File: src/rtl/sisc_ctrl_alu_br_if.sv
// sisc_ctrl_alu_br_if: instruction fields, operands and control strobes between the SISC core and its IR/PC/RF/status registers
interface sisc_ctrl_alu_br_if #(parameter int DATA_W = 32, parameter int ADDR_W = 16);
  logic [3:0] opcode, mm, stat_in, stat;
  logic [DATA_W-1:0] rsa, rsb, alu_result;
  logic [15:0] imm;
  logic [ADDR_W-1:0] pc_inc, br_addr;
  logic [1:0] alu_op;
  logic rf_we, wb_sel, br_sel, pc_sel, ir_load, pc_write, pc_rst, rb_sel, stat_en;
  modport master (
    input opcode, mm, stat_in, rsa, rsb, imm, pc_inc,
    output rf_we, wb_sel, br_sel, pc_sel, ir_load, pc_write, pc_rst, rb_sel, alu_op, alu_result, stat, stat_en, br_addr
  );
  modport slave (
    output opcode, mm, stat_in, rsa, rsb, imm, pc_inc,
    input rf_we, wb_sel, br_sel, pc_sel, ir_load, pc_write, pc_rst, rb_sel, alu_op, alu_result, stat, stat_en, br_addr
  );
endinterface

File: src/rtl/sisc_ctrl_alu_br.sv
// sisc_ctrl_alu_br: multicycle control FSM, 32-bit flag-setting ALU and branch-target calculator.
// Define SISC_ALU_SHIFT_EN to implement the SHL/SHR functs; otherwise they behave as undefined functs.
module sisc_ctrl_alu_br #(parameter int DATA_W = 32, parameter int ADDR_W = 16) (
  input logic clk,
  input logic rst_f,
  sisc_ctrl_alu_br_if.master bus
);
  localparam logic [2:0] START0 = 3'd0, START1 = 3'd1, FETCH = 3'd2, DECODE = 3'd3,
                         EXECUTE = 3'd4, MEM = 3'd5, WRITEBACK = 3'd6, HALT = 3'd7;
  logic [2:0] state, nxt;
  logic [1:0] op_alu;
  logic is_br, taken, is_sub, arith, valid, ovf;
  logic [DATA_W-1:0] sext, opb, res;
  logic [DATA_W:0] sum;
  always_ff @(posedge clk or negedge rst_f)
    if (!rst_f) state <= START0;
    else state <= nxt;
  always_comb
    nxt = state == START0    ? START1 :
          state == START1    ? FETCH :
          state == FETCH     ? DECODE :
          state == DECODE    ? (bus.opcode == 4'b1111 ? HALT : EXECUTE) :
          state == EXECUTE   ? MEM :
          state == MEM       ? WRITEBACK :
          state == WRITEBACK ? FETCH : HALT;
  // BNE/BNR (opcode[1]=1) branch when no masked flag is set
  assign is_br = bus.opcode[3:2] == 2'b01;
  assign taken = is_br && (bus.opcode[1] ? ~|(bus.stat_in & bus.mm) : |(bus.stat_in & bus.mm));
  assign op_alu = bus.opcode == 4'b0001 ? 2'b01 : bus.opcode == 4'b0010 ? 2'b10 : 2'b00;
  assign bus.pc_rst = state == START0;
  assign bus.ir_load = state == FETCH;
  assign bus.pc_write = state == FETCH || (state == DECODE && taken);
  assign bus.pc_sel = state == DECODE && taken;
  assign bus.br_sel = state == DECODE && is_br && !bus.opcode[0];
  assign bus.alu_op = (state == EXECUTE || state == WRITEBACK) ? op_alu : 2'b00;
  assign bus.rf_we = state == WRITEBACK && op_alu != 2'b00;
  assign bus.wb_sel = 1'b0;
  assign bus.rb_sel = 1'b0;
  assign bus.br_addr = bus.opcode[0] ? bus.pc_inc + bus.imm[ADDR_W-1:0] : bus.imm[ADDR_W-1:0];
  // one shared adder: SUB is rsa + ~rsb + 1 so the carry reads as "no borrow"
  assign sext = {{(DATA_W-16){bus.imm[15]}}, bus.imm};
  assign is_sub = bus.alu_op == 2'b01 && bus.imm[3:0] == 4'b0010;
  assign opb = bus.alu_op[1] ? sext : is_sub ? ~bus.rsb : bus.rsb;
  assign sum = {1'b0, bus.rsa} + {1'b0, opb} + {{DATA_W{1'b0}}, is_sub};
  assign ovf = bus.rsa[DATA_W-1] == opb[DATA_W-1] && sum[DATA_W-1] != bus.rsa[DATA_W-1];
  always_comb begin
    res = '0;
    valid = 1'b0;
    arith = 1'b0;
    if (bus.alu_op[1]) begin
      res = sum[DATA_W-1:0];
      valid = ~bus.alu_op[0];
      arith = 1'b1;
    end else if (bus.alu_op[0]) begin
      valid = 1'b1;
      case (bus.imm[3:0])
        4'b0001, 4'b0010: begin
          res = sum[DATA_W-1:0];
          arith = 1'b1;
        end
        4'b0011: res = ~bus.rsa;
        4'b0100: res = bus.rsa | bus.rsb;
        4'b0101: res = bus.rsa & bus.rsb;
        4'b0110: res = bus.rsa ^ bus.rsb;
`ifdef SISC_ALU_SHIFT_EN
        4'b0111: res = bus.rsa << bus.rsb[4:0];
        4'b1000: res = bus.rsa >> bus.rsb[4:0];
`endif
        default: valid = 1'b0;
      endcase
    end
  end
  assign bus.alu_result = res;
  assign bus.stat_en = valid;
  assign bus.stat = {arith & sum[DATA_W], arith & ovf, res[DATA_W-1], res == '0};
endmodule

File: src/flat_wrapper.sv
// flat-port wrapper written by rule: the top's interface ports become plain ports
module sisc_ctrl_alu_br_flat 
#(parameter int DATA_W = 32, parameter int ADDR_W = 16)
  (clk, rst_f, bus_opcode, bus_mm, bus_stat_in, bus_rsa, bus_rsb, bus_imm, bus_pc_inc, bus_rf_we, bus_wb_sel, bus_br_sel, bus_pc_sel, bus_ir_load, bus_pc_write, bus_pc_rst, bus_rb_sel, bus_alu_op, bus_alu_result, bus_stat, bus_stat_en, bus_br_addr);
  sisc_ctrl_alu_br_if #(.DATA_W(DATA_W), .ADDR_W(ADDR_W)) bus_i ();
  input logic clk;
  input logic rst_f;
  input wire logic [$bits(bus_i.opcode)-1:0] bus_opcode;
  input wire logic [$bits(bus_i.mm)-1:0] bus_mm;
  input wire logic [$bits(bus_i.stat_in)-1:0] bus_stat_in;
  input wire logic [$bits(bus_i.rsa)-1:0] bus_rsa;
  input wire logic [$bits(bus_i.rsb)-1:0] bus_rsb;
  input wire logic [$bits(bus_i.imm)-1:0] bus_imm;
  input wire logic [$bits(bus_i.pc_inc)-1:0] bus_pc_inc;
  output wire logic [$bits(bus_i.rf_we)-1:0] bus_rf_we;
  output wire logic [$bits(bus_i.wb_sel)-1:0] bus_wb_sel;
  output wire logic [$bits(bus_i.br_sel)-1:0] bus_br_sel;
  output wire logic [$bits(bus_i.pc_sel)-1:0] bus_pc_sel;
  output wire logic [$bits(bus_i.ir_load)-1:0] bus_ir_load;
  output wire logic [$bits(bus_i.pc_write)-1:0] bus_pc_write;
  output wire logic [$bits(bus_i.pc_rst)-1:0] bus_pc_rst;
  output wire logic [$bits(bus_i.rb_sel)-1:0] bus_rb_sel;
  output wire logic [$bits(bus_i.alu_op)-1:0] bus_alu_op;
  output wire logic [$bits(bus_i.alu_result)-1:0] bus_alu_result;
  output wire logic [$bits(bus_i.stat)-1:0] bus_stat;
  output wire logic [$bits(bus_i.stat_en)-1:0] bus_stat_en;
  output wire logic [$bits(bus_i.br_addr)-1:0] bus_br_addr;
  assign bus_i.opcode = bus_opcode;
  assign bus_i.mm = bus_mm;
  assign bus_i.stat_in = bus_stat_in;
  assign bus_i.rsa = bus_rsa;
  assign bus_i.rsb = bus_rsb;
  assign bus_i.imm = bus_imm;
  assign bus_i.pc_inc = bus_pc_inc;
  assign bus_rf_we = bus_i.rf_we;
  assign bus_wb_sel = bus_i.wb_sel;
  assign bus_br_sel = bus_i.br_sel;
  assign bus_pc_sel = bus_i.pc_sel;
  assign bus_ir_load = bus_i.ir_load;
  assign bus_pc_write = bus_i.pc_write;
  assign bus_pc_rst = bus_i.pc_rst;
  assign bus_rb_sel = bus_i.rb_sel;
  assign bus_alu_op = bus_i.alu_op;
  assign bus_alu_result = bus_i.alu_result;
  assign bus_stat = bus_i.stat;
  assign bus_stat_en = bus_i.stat_en;
  assign bus_br_addr = bus_i.br_addr;
  sisc_ctrl_alu_br #(.DATA_W(DATA_W), .ADDR_W(ADDR_W)) u_core (.clk(clk), .rst_f(rst_f), .bus(bus_i));
endmodule
File: config.mk
export PLATFORM = sky130hd
export DESIGN_NAME = sisc_ctrl_alu_br_flat
export DESIGN_NICKNAME = d
export VERILOG_FILES = /design/src/rtl/sisc_ctrl_alu_br_if.sv /design/src/rtl/sisc_ctrl_alu_br.sv /design/src/flat_wrapper.sv
export SDC_FILE = /design/constraint.sdc
export NUM_CORES = 1
export LEC_CHECK = 0
export BUFFER_PORTS_ARGS = -buffer_cell sky130_fd_sc_hd__buf_2
export CAP_MARGIN = 25
export CELL_PAD_IN_SITES_DETAIL_PLACEMENT = 1
export CELL_PAD_IN_SITES_GLOBAL_PLACEMENT = 1
export CORE_ASPECT_RATIO = 0.5
export CORE_MARGIN = 4
export CORE_UTILIZATION = 25
export DETAILED_ROUTE_END_ITERATION = 12
export HOLD_SLACK_MARGIN = 0.08
export PLACE_DENSITY = 0.64
export SLEW_MARGIN = 0
export SYNTH_ARGS = -nofsm -noshare
export SYNTH_HDL_FRONTEND = slang
export SYNTH_SLANG_ARGS = --single-unit
File: constraint.sdc
create_clock -name clk -period 5.7 [get_ports clk]
set_input_delay 0.57 -clock clk [delete_from_list [all_inputs] [get_ports clk]]
set_output_delay 0.57 -clock clk [all_outputs]
set_load 0.01 [all_outputs]
==> results.md, run 1 <==
* Status: finished clean
* Post-DP HPWL at 21940 µm
* Largest net degree at the start of global routing at 33
* Largest cells by area after synthesis: ha_1 (23%), xnor2_1 (8.6%), a21oi_1 (6.2%)
* Synthesis-to-finish area growth at 40.36%
* Final WL at 26710 µm
* Clock sinks at 3
* Critical path class: input pin to output port
* RSZ-0062 raised after global routing: yes
* Placed cells at 1400
* Worst-Skew Late Latency at 0.22 ns
* EDFF count, synth at 0
* CTS tree: done
* Clock root cell: clkbuf_16
* Gr usage total at 0.1908
* Routability cong. at 0.9245
* Critical path launch point type: input pin
* CTS clk-pin slew, worst paths at 0.03 ns
* Final hold vios at 0
* DRT antenna net count at 0
* Row Count at 39
* Worst vdd ir at 232.9 µV
* Crit-path max FO at 2
* Syn Std Cell Area at 5921 µm²
* Synth async-reset ratio at 1.000
* Final Cycle Share at 0.9846
* Area leader, netlist: ha_1
* H-tree depth at 1
* Core region area at 23030 µm²
* Setup TNS at 0 ns
* Final Cell Area at 8310 µm²
* Leak at 0.004189 µW
* CTS max path bufs at 2
* Cts hold-fix bufs at 0
* Slew at the pin closest to its max-slew limit at 0.7092 ns
* Final min period at 5.612 ns
* Worst EP arrival at 5.04 ns
* Die footprint at 26360 µm²
* Worst Setup End Kind: output port
* Worst slew margin at 0.5272
* Top-level I/O count at 173
* Number of global-route vias before repair at 7583
* Syn Area/Cell at 6.885 µm²
* Crit path required time at 5.13 ns
* Sequential element share of the synthesized area at 0.01268
* Hold Worst Slack at 0.1379 ns
* Grt ovf at 0
* Number of antenna violations at the first check in global routing at 2
* Fmax at 0.1782 GHz
* DRT iter0 DRCs at 250
* # setup viols final at 0
* Routed vias at 7354
* Routed WL per cell at 18.75 µm
* Share of cells above drive strength 1 at 0.3402
* Starting Density at 0.2571
* Port Buffers at 170
* Final non-filler cell total at 1425
* Library cells used by synthesis at 79
* Synth top area share at 0.2325
* First-pass GRT wire length at 41040 µm
* Slew Viols, Final at 0
* Synthesized instance count at 860
* Number of synthesized register bits at 3
* Yosys warnings at 0
* Pwr Density at 126.0 nW/µm²
* Worst min-delay path class: input pin to asynchronous set/reset pin
* Final nets at 1341
* Number of vias per cell at 5.161
* Maxcap violations at 0
* Filler cells at 2924
* Ys flop type: dfrtp_1
* Total CTS buffers at 3
* Layout Skew at 0.0009159 ns
* DP Area at 7792 µm²
* Chip width at 225.6 µm
* DRC errors left at 0
* Die height at 116.8 µm
* DR pass1 iterations at 4
## what timing repair did
action / CTS / global route
resized for setup: 11 / 57
endpoints found under the setup margin: 1 / 3
pin swaps: 10 / 39
cloned: 0 / 1
buffers inserted: 2 / 17
## where the power goes
part           internal [µW]  switching [µW]
registers               32.4            13.2
clock network           92.4            20.5
logic                    419             470
## routing by layer
layer	global-route usage	share of wire	wire, µm	vias up
li1	-	-	-	3612
met1	0.2513	0.47	12480	3548
met2	0.3444	0.48	12750	156
met3	0.01919	0.036	955	36
met4	0.03873	0.020	525	2
met5	0	0.00026	7	-
## worst paths after layout
path	to	start	slack, ns	depth (start not counted)
setup reg to reg	u_core.state[1]$_DFF_PN0_	register	4.61	4
setup / recovery	bus_stat[0]	bus_opcode[3]	0.09	20
hold / removal	u_core.state[0]$_DFF_PN0_	rst_f	0.14	1
min in group clk	register	u_core.state[1]$_DFF_PN0_	0.63	1
max in group asynchronous	asynchronous set/reset pin	rst_f	5.45	1
hold reg to reg	register	u_core.state[1]$_DFF_PN0_	0.63	1
## stage by stage
stage / utilization / total power, µW / setup WS [ns]
6_report: 0.3608 / 1048 / 0.08803
5_1_grt: 0.3608 / 1146 / -0.08094
4_1_cts: 0.3447 / 1008 / 0.01170
3_5_place_dp: 0.3383 / 873.2 / -0.2546
3_3_place_gp: 0.3383 / 848.5 / -0.1515
2_1_floorplan: - / 535.4 / 0.002661
## placed cells by master, fill, tap and decap left out, types with 4 or more instances in the layout
cell	synthesis	routed
nand4_1	9	9
clkbuf_16	0	4
a21oi_2	2	11
o211ai_1	10	10
nor2_1	63	63
inv_1	86	85
and2_1	5	4
a2bb2oi_1	4	4
a22oi_1	10	9
o21bai_1	4	4
xor2_1	13	13
xnor2_1	58	53
ha_1	110	106
xnor2_2	0	4
a221oi_1	6	6
nand2b_1	11	11
nor3_1	9	9
o21ai_1	4	17
buf_2	10	170
o21a_1	5	5
a21o_1	15	15
nand3_1	16	14
nor2b_1	11	9
a22o_1	5	5
a21oi_1	73	64
nor4_1	7	4
o21ai_0	73	59
buf_4	5	127
nand2_1	62	61
buf_12	0	4
a31oi_1	7	7
mux2_2	12	12
o22ai_1	28	27
a211oi_1	16	14
## cell families (layout without fill, tap and decap cells)
logic type,Yosys count,in the layout,share of synthesized area
adders and majority gates,113,113,0.2426
AOI/OAI and AO/OA,301,301,0.3297
muxes,14,14,0.02620
and+or+nand+nor,219,219,0.1820
xor gates and xnor gates,71,71,0.1050
buffers and inverters,138,394,0.1012
DFF,3,3,0.01268
other,1,3,0.0006334
## cell type report
type,count,area [µm²],share of cell area
Tap cell,307,384.1,0.04622
Sequential cell,3,75.07,0.009033
Clock buffer,4,78.83,0.009485
Inverter,86,326.6,0.03930
Antenna cell,1,2.502,0.0003011
Timing Repair Buffer,304,1932,0.2325
Multi-Input combinational cell,720,5512,0.6632
## critical path: stages
cell and delay (ns):
buf_2 0.12, nor4b_4 0.35, and2_4 0.24, nand3_4 0.08, xnor2_2 0.18, a21oi_2 0.08
fa_2 0.39, fa_2 0.40, a211oi_4 0.27, o21bai_2 0.09, a41o_1 0.21, or2_1 0.24
xnor2_1 0.13, o22ai_1 0.10, or4_1 0.56, or3_4 0.43, nor4_4 0.13, buf_4 0.15
and4_1 0.18, buf_2 0.14
## Yosys cell counts (3+ instances only)
| master | instances |
|---|---|
| nor2_1 | 63 |
| nor2b_1 | 11 |
| nand3_1 | 16 |
| o21ai_1 | 4 |
| a31oi_1 | 7 |
| buf_1 | 4 |
| o2111a_1 | 3 |
| nor3_1 | 9 |
| o2bb2ai_1 | 3 |
| o21bai_1 | 4 |
| a41oi_1 | 4 |
| nand4_1 | 9 |
| or3_1 | 3 |
| buf_2 | 10 |
| clkbuf_1 | 26 |
| inv_1 | 86 |
| and3_1 | 3 |
| clkbuf_8 | 4 |
| fa_1 | 3 |
| mux2_2 | 12 |
| a22o_1 | 5 |
| o21ai_0 | 73 |
| nand2b_1 | 11 |
| o211ai_1 | 10 |
| and2_1 | 5 |
| xnor2_1 | 58 |
| or2_2 | 3 |
| xor2_1 | 13 |
| buf_4 | 5 |
| a21o_1 | 15 |
| dfrtp_1 | 3 |
| a2bb2oi_1 | 4 |
| a21oi_1 | 73 |
| o21a_1 | 5 |
| a221oi_1 | 6 |
| nand2_1 | 62 |
| o22ai_1 | 28 |
| a31o_2 | 3 |
| a211oi_1 | 16 |
| nor4_1 | 7 |
| ha_1 | 110 |
| a22oi_1 | 10 |
No activity file was read; power rests on OpenSTA's default activity.
==> run 2, diff against run 1 <==
PLACE_DENSITY = 0.62   (was 0.64)
clock period = 6.5 ns   (was 5.7 ns; I/O delays follow)
==> results.md, run 2 (same netlist as run 1, synthesis figures left out) <==
* DRC errors left at 0 (unchanged)
* Crit-path max FO at 17 (was 2)
* Final nets at 1230 (was 1341)
* Die footprint at 26360 µm² (unchanged)
* Pwr Density at 108.2 nW/µm² (was 126.0 nW/µm²)
* Filler cells at 2964 (was 2924)
* Critical path launch point type: input pin (unchanged)
* Place WS at 0.2220 ns (was -0.2546 ns)
* Power Internal at 381.5 µW (was 543.9 µW)
* Chip width at 225.6 µm (unchanged)
* Fmax at 0.1625 GHz
* Final Cell Area at 7191 µm² (was 8310 µm²)
* CP max stage cell: or4_1 (unchanged)
* DR top layer: met5 (unchanged)
* Postcts setup bufs at 0 (was 2)
* Final non-filler cell total at 1315 (was 1425)
* Worst Setup End Kind: output port (unchanged)
* Synthesis-to-finish area growth at 21.45% (was 40.36%)
* DR WL met3 at 855 µm (was 955 µm)
* Gr usage total at 0.1783 (was 0.1908)
* Slew at the pin closest to its max-slew limit at 0.8214 ns (was 0.7092 ns)
* Grt ovf at 0 (unchanged)
* H-tree depth at 1 (unchanged)
* Most frequent cells in the layout: buf_2 (170), ha_1 (110), inv_1 (86), a21oi_1 (73), o21ai_0 (73) (was buf_2 (170), buf_4 (127), ha_1 (106), inv_1 (85), a21oi_1 (64))
* Sequential cell area at 75.07 µm² (unchanged)
* Cts hold-fix bufs at 0 (unchanged)
* Final Cycle Share at 0.9469
* Logic pwr share at 0.813 (was 0.849)
* DRT iter0 DRCs at 280 (was 250)
* Post-DP HPWL at 20390 µm (was 21940 µm)
* Switching Share at 0.5097 (was 0.4808)
* Clock sinks at 3 (unchanged)
* Clock root cell: clkbuf_16 (unchanged)
* Setup TNS at 0 ns (unchanged)
* Worst vdd ir at 182.0 µV (was 232.9 µV)
* CP bufs+invs at 6 (was 3)
* Share of cells above drive strength 1 at 0.2316 (was 0.3402)
* First-pass GRT wire length at 38300 µm (was 41040 µm)
* Row Count at 39 (unchanged)
* Maxcap violations at 0 (unchanged)
* Register share of total power at 0.062 (was 0.044)
* CTS max path bufs at 2 (unchanged)
* Placed cells at 1309 (was 1400)
* Worst slew margin at 0.4524 (was 0.5272)
* Routed WL per cell at 18.66 µm (was 18.75 µm)
* DRT antenna net count at 0 (unchanged)
* Leak at 0.003566 µW (was 0.004189 µW)
* Critical path class: input pin to output port (unchanged)
* Number of global-route vias before repair at 7019 (was 7583)
* Core region area at 23030 µm² (unchanged)
* Area of the multi-input gates at 5289 µm² (was 5512 µm²)
* CTS clk-pin slew, worst paths at 0.03 ns (about the same)
* CTS tree: done (unchanged)
* Top-level I/O count at 173 (unchanged)
* DR WL met2 at 11700 µm (was 12750 µm)
* Worst min-delay path class: input pin to asynchronous set/reset pin (unchanged)
* Slew Viols, Final at 0 (unchanged)
* Largest net degree at the start of global routing at 36 (was 33)
* RSZ-0062 raised after global routing: no (was yes)
* DP Area at 7086 µm² (was 7792 µm²)
* Status: finished clean (unchanged)
* Port Buffers at 170 (unchanged)
* Met1 wire length at 11810 µm (was 12480 µm)
* Final WL at 24540 µm (was 26710 µm)
* Cell family with most CP delay: simple AND/OR/NAND/NOR gates (unchanged)
* Die height at 116.8 µm (unchanged)
* Worst-Skew Late Latency at 0.22 ns (about the same)
* Final min period at 6.155 ns
* Final hold vios at 0 (unchanged)
* CP max stage delay at 0.57 ns (was 0.56 ns)
* Crit path required time at 5.85 ns (was 5.13 ns)
* CP Cell Sequence: buf_2, nor4b_4, buf_4, nand3b_1, buf_4, nor2_1, buf_4, a21oi_1, ha_1, nand4_1, nor4_1, o211ai_2, nand3_1, xnor2_1, o22ai_1, or4_1, or3_1, nor4_1, buf_4, and4_1, buf_2 (was buf_2, nor4b_4, and2_4, nand3_4, xnor2_2, a21oi_2, fa_2, fa_2, a211oi_4, o21bai_2, a41o_1, or2_1, xnor2_1, o22ai_1, or4_1, or3_4, nor4_4, buf_4, and4_1, buf_2)
* Total CTS buffers at 3 (unchanged)
* Starting Density at 0.2571 (unchanged)
* Crit-path most repeated cell: buf_4
* Number of vias per cell at 5.142 (was 5.161)
* Routed vias at 6762 (was 7354)
* Routability cong. at 0.8820 (was 0.9245)
* Total chip power at 778.1 µW (was 1048 µW)
* Psw at 396.6 µW (was 503.6 µW)
* Worst EP arrival at 5.50 ns (was 5.04 ns)
* Layout Skew at 0.0003719 ns (was 0.0009159 ns)
* Clock power share at 0.125 (was 0.108)
* PnR worst setup slack at 0.3454 ns (was 0.08803 ns)
* Number of antenna violations at the first check in global routing at 2 (unchanged)
* DR pass1 iterations at 4 (unchanged)
* Most common cell after layout, fill and taps aside: buf_2 (unchanged)
* # setup viols final at 0 (unchanged)
[run 2: cell count changes in the layout (fill, tap and decap cells not counted), sizes merged]
| cell | delta |
|---|---|
| buf | -110 |
| clkbuf | -1 |
| clkinvlp | -1 |
| diode | +1 |
| inv | +1 |
[run 2: path summary, 6_finish.rpt]
kind	from	end	slack, ns	cells past startpoint
hold / removal	rst_f	u_core.state[0]$_DFF_PN0_	0.22	1
setup / recovery	bus_opcode[3]	bus_stat[0]	0.35	21
hold reg to reg	u_core.state[1]$_DFF_PN0_	register	0.65	1
min in group clk	u_core.state[1]$_DFF_PN0_	register	0.65	1
setup reg to reg	register	u_core.state[1]$_DFF_PN0_	5.48	3
max in group asynchronous	rst_f	u_core.state[1]$_DFF_PN0_	6.17	1
[run 2: layer usage]
metal | global-route usage | vias to the layer above
met5 | 0 | -
met3 | 0.01570 | 10
li1 | - | 3391
met1 | 0.2471 | 3258
met2 | 0.3155 | 101
met4 | 0.01875 | 2
[run 2: area by class of cell]
type,count,area share
repair buffers,193,0.1441
inverters,86,0.04489
well taps,307,0.05342
clock buffers,4,0.01096
flip-flops and latches,3,0.01044
multi-input cells,720,0.7355
diodes,2,0.0006960
[run 2: power groups by stage]
| stage | registers, µW | logic [µW] | clock network [µW] |
|---|---|---|---|
| finish | 48.6 | 632 | 97.1 |
| global route | 52.7 | 708 | 99.6 |
| CTS | 47.7 | 633 | 98.6 |
| detailed placement | 47.5 | 629 | 0 |
| global placement | 46.1 | 620 | 0 |
| floorplan | 37.5 | 429 | 0 |
[run 2: repair_timing]
item / 4_1_cts / 5_1_grt
resized for setup: 0 / 5
endpoints found under the hold margin: 0 / 0
setup endpoints to repair: 0 / 1
[run 2: stage by stage]
step | util | hold WS [ns]
after detailed placement | 0.3076 | 0.4505
after global routing | 0.3121 | 0.2217
after global placement | 0.3076 | 0.4506
final | 0.3122 | 0.2194
after CTS | 0.3111 | 0.2178
after floorplan | - | 0.3544
[run 2: worst register-to-register path, cell delays in order, from the launching register on]
cell and delay [ns]:
dfrtp_1 0.45, a41oi_1 0.23, nand3_1 0.10, o21a_1 0.12
